### src/rtl/chnl_slave_fifo.sv
// chnl_slave_fifo: channel-side receive FIFO.
// Words offered on the channel (valid/ready) are stored in a show-ahead FIFO
// and presented to a downstream arbiter as a request with the head word.
// The arbiter consumes words with fifo_pop_i. A pop on an empty FIFO is
// ignored and recorded in a sticky error flag until reset or flush.
// A full FIFO refuses writes even when a pop happens in the same cycle, and
// an empty FIFO never forwards a word in the cycle it is written.
module chnl_slave_fifo #(
    parameter int DW    = 32,
    parameter int DEPTH = 32,
    parameter int MW    = 6
) (
    input  logic          clk,
    input  logic          rstn,
    input  logic          en_i,
    input  logic          flush_i,
    input  logic [DW-1:0] ch_data_i,
    input  logic          ch_valid_i,
    output logic          ch_ready_o,
    output logic [MW-1:0] ch_margin_o,
    output logic          fifo_req_o,
    output logic [DW-1:0] fifo_data_o,
    input  logic          fifo_pop_i,
    output logic          pop_err_o
);

    localparam int AW = (DEPTH > 1) ? $clog2(DEPTH) : 1;

    logic [DW-1:0] r_mem [DEPTH];
    logic [AW-1:0] r_wp;
    logic [AW-1:0] r_rp;
    logic [MW-1:0] r_cnt;
    logic          r_pop_err;

    logic          w_full;
    logic          w_empty;
    logic          w_push;
    logic          w_pop;
    logic          w_pop_empty;

    // Occupancy status. Ready is derived from the registered count only, so
    // a pop in the same cycle can never open a slot in a full FIFO.
    assign w_full      = (r_cnt == MW'(DEPTH));
    assign w_empty     = (r_cnt == '0);
    assign ch_ready_o  = en_i & ~w_full;
    assign w_push      = ch_valid_i & ch_ready_o & ~flush_i;
    assign w_pop       = fifo_pop_i & ~w_empty & ~flush_i;
    assign w_pop_empty = fifo_pop_i & w_empty;

    assign ch_margin_o = MW'(DEPTH) - r_cnt;
    assign fifo_req_o  = ~w_empty;
    assign fifo_data_o = r_mem[r_rp];
    assign pop_err_o   = r_pop_err;

    // Storage array; not reset, stale contents are unreachable once the
    // pointers and count are cleared.
    always_ff @(posedge clk) begin
        if (w_push) begin
            r_mem[r_wp] <= ch_data_i;
        end
    end

    // Pointers, occupancy and sticky pop error; flush overrides any
    // same-cycle push or pop.
    always_ff @(posedge clk or posedge rstn) begin
        if (rstn) begin
            r_wp      <= '0;
            r_rp      <= '0;
            r_cnt     <= '0;
            r_pop_err <= 1'b0;
        end else if (flush_i) begin
            r_wp      <= '0;
            r_rp      <= '0;
            r_cnt     <= '0;
            r_pop_err <= 1'b0;
        end else begin
            if (w_push) begin
                r_wp <= r_wp + AW'(1);
            end
            if (w_pop) begin
                r_rp <= r_rp + AW'(1);
            end
            case ({w_push, w_pop})
                2'b10:   r_cnt <= r_cnt + MW'(1);
                2'b01:   r_cnt <= r_cnt - MW'(1);
                default: r_cnt <= r_cnt;
            endcase
            if (w_pop_empty) begin
                r_pop_err <= 1'b1;
            end
        end
    end

endmodule

### config.mk
export PLATFORM = sky130hd
export DESIGN_NAME = chnl_slave_fifo
export DESIGN_NICKNAME = d
export VERILOG_FILES = /design/src/rtl/chnl_slave_fifo.sv
export SDC_FILE = /design/constraint.sdc
export NUM_CORES = 1
export LEC_CHECK = 0
export CAP_MARGIN = 20
export CELL_PAD_IN_SITES_DETAIL_PLACEMENT = 0
export CELL_PAD_IN_SITES_GLOBAL_PLACEMENT = 1
export CORE_AREA = 2 2 318 320
export DETAILED_ROUTE_END_ITERATION = 7
export DIE_AREA = 0 0 320 322
export PLACE_DENSITY_LB_ADDON = 0.25
export SETUP_SLACK_MARGIN = 0.02
export SKIP_LAST_GASP = 1
export SLEW_MARGIN = 20
export SYNTH_ARGS = -nofsm -noshare
export SYNTH_HDL_FRONTEND = slang
export SYNTH_SLANG_ARGS = --single-unit
export TNS_END_PERCENT = 5
### constraint.sdc
create_clock -name clk -period 4.6 [get_ports clk]
set_clock_uncertainty 0.1 [all_clocks]
set_input_delay 0.46 -clock clk [delete_from_list [all_inputs] [get_ports clk]]
set_output_delay 0.46 -clock clk [all_outputs]
set_load 0.02 [all_outputs]
==> flow_summary.html <==
<table>
<tr><th>Metric</th><th>Value</th></tr>
<tr><th colspan="2">Outcome</th></tr>
<tr><td>Status</td><td>finished, final reports clean</td></tr>
<tr><th colspan="2">Yosys</th></tr>
<tr><td>Main synth FF type</td><td>edfxtp_1</td></tr>
<tr><td>Cell type with the largest total area after synthesis</td><td>edfxtp_1</td></tr>
<tr><td>Post-Synthesis Cell Area</td><td>approximately 39,000 um2</td></tr>
<tr><td>Post-synthesis area per instance</td><td>23.0 um2</td></tr>
<tr><td>Total of warnings raised by yosys</td><td>0</td></tr>
<tr><td>Number of synthesized register bits</td><td>roughly 1,000</td></tr>
<tr><td>Post-Syn Instances</td><td>1,718</td></tr>
<tr><td>Post-synth net total</td><td>1,763</td></tr>
<tr><td>Register area share after synthesis</td><td>79.0%</td></tr>
<tr><td>Async SR Flop Fraction</td><td>1.63%</td></tr>
<tr><td>Number of enable-type register cells in the synthesized netlist</td><td>1,024</td></tr>
<tr><td>Proportion of netlist area held by the largest area contributor</td><td>between 70 and 80%</td></tr>
<tr><td>Cells taking the most area after synthesis</td><td>edfxtp_1, mux4_2, o22ai_1, dfrtp_1, nor4_1</td></tr>
<tr><td>Cell variety after synth</td><td>49</td></tr>
<tr><th colspan="2">Worst setup path</th></tr>
<tr><td>Biggest fanout along the worst timing path</td><td>46</td></tr>
<tr><td>CP Launch Point</td><td>r_rp[0]$_DFFE_PP0P_</td></tr>
<tr><td>R2R Setup Slk</td><td>990 ps</td></tr>
<tr><td>Endpoint of the worst register-to-register path</td><td>r_mem[2][3]$_DFFE_PP_</td></tr>
<tr><td>Setup CP Type</td><td>reg2out</td></tr>
<tr><td>Worst-path cell chain</td><td>buf_12, mux4_2, o22ai_1, nor4_1, buf_4, clkdlybuf4s50_1</td></tr>
<tr><td>Worst setup endpoint</td><td>fifo_data_o[0]</td></tr>
<tr><td>Critical path depth</td><td>6</td></tr>
<tr><td>Type of destination of the critical path</td><td>output port</td></tr>
<tr><td>Master of the slowest instance on the critical path</td><td>nor4_1</td></tr>
<tr><td>Slowest Stage Delay on Critical Path</td><td>700 ps</td></tr>
<tr><td>Arrival time reported for the critical path endpoint</td><td>3750 ps</td></tr>
<tr><td>R2R Path Start</td><td>r_cnt[1]$_DFFE_PP0P_</td></tr>
<tr><td>Sum of buffers and inverters on the critical path</td><td>3</td></tr>
<tr><td>Crit path max-delay family</td><td>buffers and inverters</td></tr>
<tr><td>Number of cells traversed by the worst register-to-register path</td><td>7</td></tr>
<tr><td>Crit path required time</td><td>4040 ps</td></tr>
<tr><td>Startpoint type of the worst setup path</td><td>flip-flop</td></tr>
<tr><th colspan="2">Clock tree</th></tr>
<tr><td>Clock sinks</td><td>1,041</td></tr>
<tr><td>Clock latency at the later pin of the worst-skew pair</td><td>690 ps</td></tr>
<tr><td>Inserted Clock Buffers</td><td>106</td></tr>
<tr><td>Clock tree from TritonCTS</td><td>done</td></tr>
<tr><td>Level count of the clock H-tree</td><td>3</td></tr>
<tr><td>Deepest clock path buffer count</td><td>3</td></tr>
<tr><td>CTS clock-pin slew for the worst setup and hold paths</td><td>60 ps</td></tr>
<tr><td>Number of cells upsized or downsized after cts</td><td>1</td></tr>
<tr><td>Count of buffers added by post-CTS timing repair for setup</td><td>0</td></tr>
<tr><td>Total of hold buffers inserted after clock tree synthesis</td><td>0</td></tr>
<tr><td>Root buffer selected by CTS</td><td>clkbuf_16</td></tr>
<tr><th colspan="2">Finish</th></tr>
<tr><td>Cell area after layout</td><td>between 40,000 and 50,000 um2</td></tr>
<tr><td>NumNets Final</td><td>1,942</td></tr>
<tr><td>Area delta synth-&gt;final</td><td>16.4%</td></tr>
<tr><td>Fin cells</td><td>3,282</td></tr>
<tr><td>Layout Utilization</td><td>roughly 46%</td></tr>
<tr><td>Final antenna diode count</td><td>0</td></tr>
<tr><td>Layout filler cell count</td><td>between 8,000 and 9,000</td></tr>
<tr><td>Fraction of layout cells with a size suffix above 1</td><td>28.6%</td></tr>
<tr><th colspan="2">STA</th></tr>
<tr><td>Setup repair after global routing missed its margin</td><td>false</td></tr>
<tr><td>Count of pins over their slew limit</td><td>0</td></tr>
<tr><td>Final setup violation count</td><td>0</td></tr>
<tr><td>Sum Neg Setup Slack</td><td>0 ps</td></tr>
<tr><td>FMAX</td><td>232 MHz</td></tr>
<tr><td>Period utilization</td><td>93.8%</td></tr>
<tr><td>Relative slew slack</td><td>27.9%</td></tr>
<tr><td>Number of hold violations in the final report</td><td>0</td></tr>
<tr><td>Transition time at the pin with the least slew margin</td><td>1080 ps</td></tr>
<tr><td>Min Clock Period, post-route</td><td>4310 ps</td></tr>
<tr><th colspan="2">Placed design</th></tr>
<tr><td>IO buf count</td><td>78</td></tr>
<tr><td>DP Wirelength</td><td>54,000 um</td></tr>
<tr><td>Cell total after placement</td><td>3,087</td></tr>
<tr><td>Placed instance area</td><td>42,500 um2</td></tr>
<tr><td>Last weighted congestion value of the routability-driven placer</td><td>0.749</td></tr>
<tr><th colspan="2">Detailed routing</th></tr>
<tr><td>Number of vias after detailed routing</td><td>18,800</td></tr>
<tr><td>Average wire length per cell after detail routing</td><td>around 30 um</td></tr>
<tr><td>Antenna viol nets, final</td><td>0</td></tr>
<tr><td>Initial DRC Count</td><td>around 1,900</td></tr>
<tr><td>Total Wirelength</td><td>99,000 um</td></tr>
<tr><td>DRT Pass-1 Iters</td><td>7</td></tr>
<tr><td>Via-to-Cell Ratio</td><td>approximately 5.7</td></tr>
<tr><td>Number of remaining DRC errors</td><td>0</td></tr>
<tr><th colspan="2">Floorplan</th></tr>
<tr><td>Die extent in y</td><td>322 um</td></tr>
<tr><td>Total core area</td><td>99,600 um2</td></tr>
<tr><td>Initial cell density of the core</td><td>between 30% and 40%</td></tr>
<tr><td>Full die area</td><td>103,000 um2</td></tr>
<tr><td>Top Ports</td><td>79</td></tr>
<tr><td>Die W</td><td>between 300 and 400 um</td></tr>
<tr><td>Count of standard-cell rows</td><td>116</td></tr>
<tr><th colspan="2">Power and ir drop</th></tr>
<tr><td>Worst IR Drop VDD</td><td>339 uV</td></tr>
<tr><td>Power Dens Cells</td><td>511 nW/um2</td></tr>
<tr><td>Static leakage</td><td>13.9 nW</td></tr>
<tr><th colspan="2">Global routing</th></tr>
<tr><td>Largest net degree at the start of global routing</td><td>57</td></tr>
<tr><td>Wire length of the first global-routing pass</td><td>142,000 um</td></tr>
<tr><td>Overall fraction of global-route tracks in use</td><td>between 10% and 20%</td></tr>
<tr><td>Total gr overflow</td><td>0</td></tr>
<tr><td>Antenna violations before repair</td><td>2</td></tr>
<tr><td>Number of global-route vias before repair</td><td>19,600</td></tr>
<tr><th colspan="2">Min path</th></tr>
<tr><td>Worst min path class</td><td>in2async</td></tr>
<tr><th colspan="2">Run</th></tr>
<tr><td>Number of max-cap violations</td><td>0</td></tr>
</table>
[routing by layer]
layer	vias to the layer above	global-route usage, %	routed length, um
li1	7749	-	-
met1	10300	25.9	41000
met2	569	32.9	50000
met3	151	3.09	5520
met4	4	5.41	2460
met5	-	0	27
[cell type report]
class | count | area [um2] | share of cell area [%]
clock buffers | 127 | 2730 | 5.95
clock inverters | 68 | 746 | 1.62
inverters | 7 | 26.3 | 0.0572
multi-input cells | 571 | 8010 | 17.4
flip-flops and latches | 1041 | 31200 | 67.9
well taps | 1298 | 1620 | 3.53
repair buffers | 170 | 1620 | 3.53
[where the power goes]
| group | internal (mW) | total [mW] | switching (mW) | leakage, nW |
|---|---|---|---|---|
| Combinational | 2.26 | 4.37 | 2.11 | 2.77 |
| Sequential | 10.5 | 10.6 | 0.141 | 9.43 |
| Clock | 4.84 | 8.50 | 3.66 | 1.68 |
| Total | 17.6 | 23.5 | 5.91 | 13.9 |
[cell families (layout without fill, tap and decap cells)]
logic type	Yosys count	count (layout)	synth area share [%]
compound gates	155	155	2.60
simple gates	135	135	1.75
mux	262	262	14.8
xor+xnor	12	12	0.285
flops	1041	1041	79.0
fa+ha+maj	7	7	0.222
buf+inv	106	372	1.35
[state kept, by name, indices dropped and copies added (netlist names)]
name and count:
pop_err_o 1, r_cnt 6, r_mem 1024, r_rp 5, r_wp 5
[cells in the final DEF (no fill, tap or decap), drive strengths merged, types with 4 or more instances in the layout]
| cell type | count |
|---|---|
| o21ai | 4 |
| o22ai | 128 |
| inv | 9 |
| mux2 | 4 |
| bufinv | 10 |
| clkinvlp | 6 |
| xor2 | 4 |
| nor2b | 5 |
| nor4 | 33 |
| clkbuf | 127 |
| nand3b | 4 |
| ha | 7 |
| a21oi | 4 |
| xnor2 | 8 |
| nand3 | 4 |
| dfrtp | 17 |
| nand2 | 19 |
| o211ai | 5 |
| clkdlybuf4s50 | 66 |
| mux4 | 256 |
| clkinv | 50 |
| buf | 104 |
| edfxtp | 1024 |
| nor2 | 53 |
| a211oi | 4 |
[cell usage after synthesis, types with 2 or more instances]
library cell,count
o211ai_1,5
buf_2,24
nor2b_1,5
nor2_1,53
nand2_1,19
clkbuf_1,41
nand3_1,4
o22ai_1,128
buf_1,8
mux2i_1,2
nand3b_1,4
and2_1,2
a21oi_1,3
or3b_2,3
dfrtp_1,17
buf_6,2
nand4b_1,2
a211oi_1,4
nor3_1,2
a21boi_0,2
ha_1,7
xnor2_1,7
a31oi_1,2
buf_4,24
or3_1,2
mux2_1,3
inv_1,7
nor4_1,33
xor2_1,4
o21ai_0,2
mux4_2,256
edfxtp_1,1024
[worst min-delay path by stage]
stage                                startpoint                     to  cells after the start
final                                      rstn  pop_err_o$_DFFE_PP0P_                      2
after global placement    pop_err_o$_DFFE_PP0P_  pop_err_o$_DFFE_PP0P_                      2
after CTS                                  rstn  pop_err_o$_DFFE_PP0P_                      2
after detailed placement  pop_err_o$_DFFE_PP0P_  pop_err_o$_DFFE_PP0P_                      2
after global routing                       rstn  pop_err_o$_DFFE_PP0P_                      2
after floorplan                            rstn  pop_err_o$_DFFE_PP0P_                      1
[metrics by stage]
| stage | hold WS [ps] | worst slack (ps) | total power, mW |
|---|---|---|---|
| detailed placement | 404 | 731 | 15.3 |
| floorplan | 286 | 987 | 14.0 |
| finish | 116 | 285 | 23.5 |
| CTS | 119 | 98.4 | 23.8 |
| global route | 177 | 120 | 24.4 |
| global placement | 381 | 757 | 15.3 |
Power figures use the tool's default switching activity.
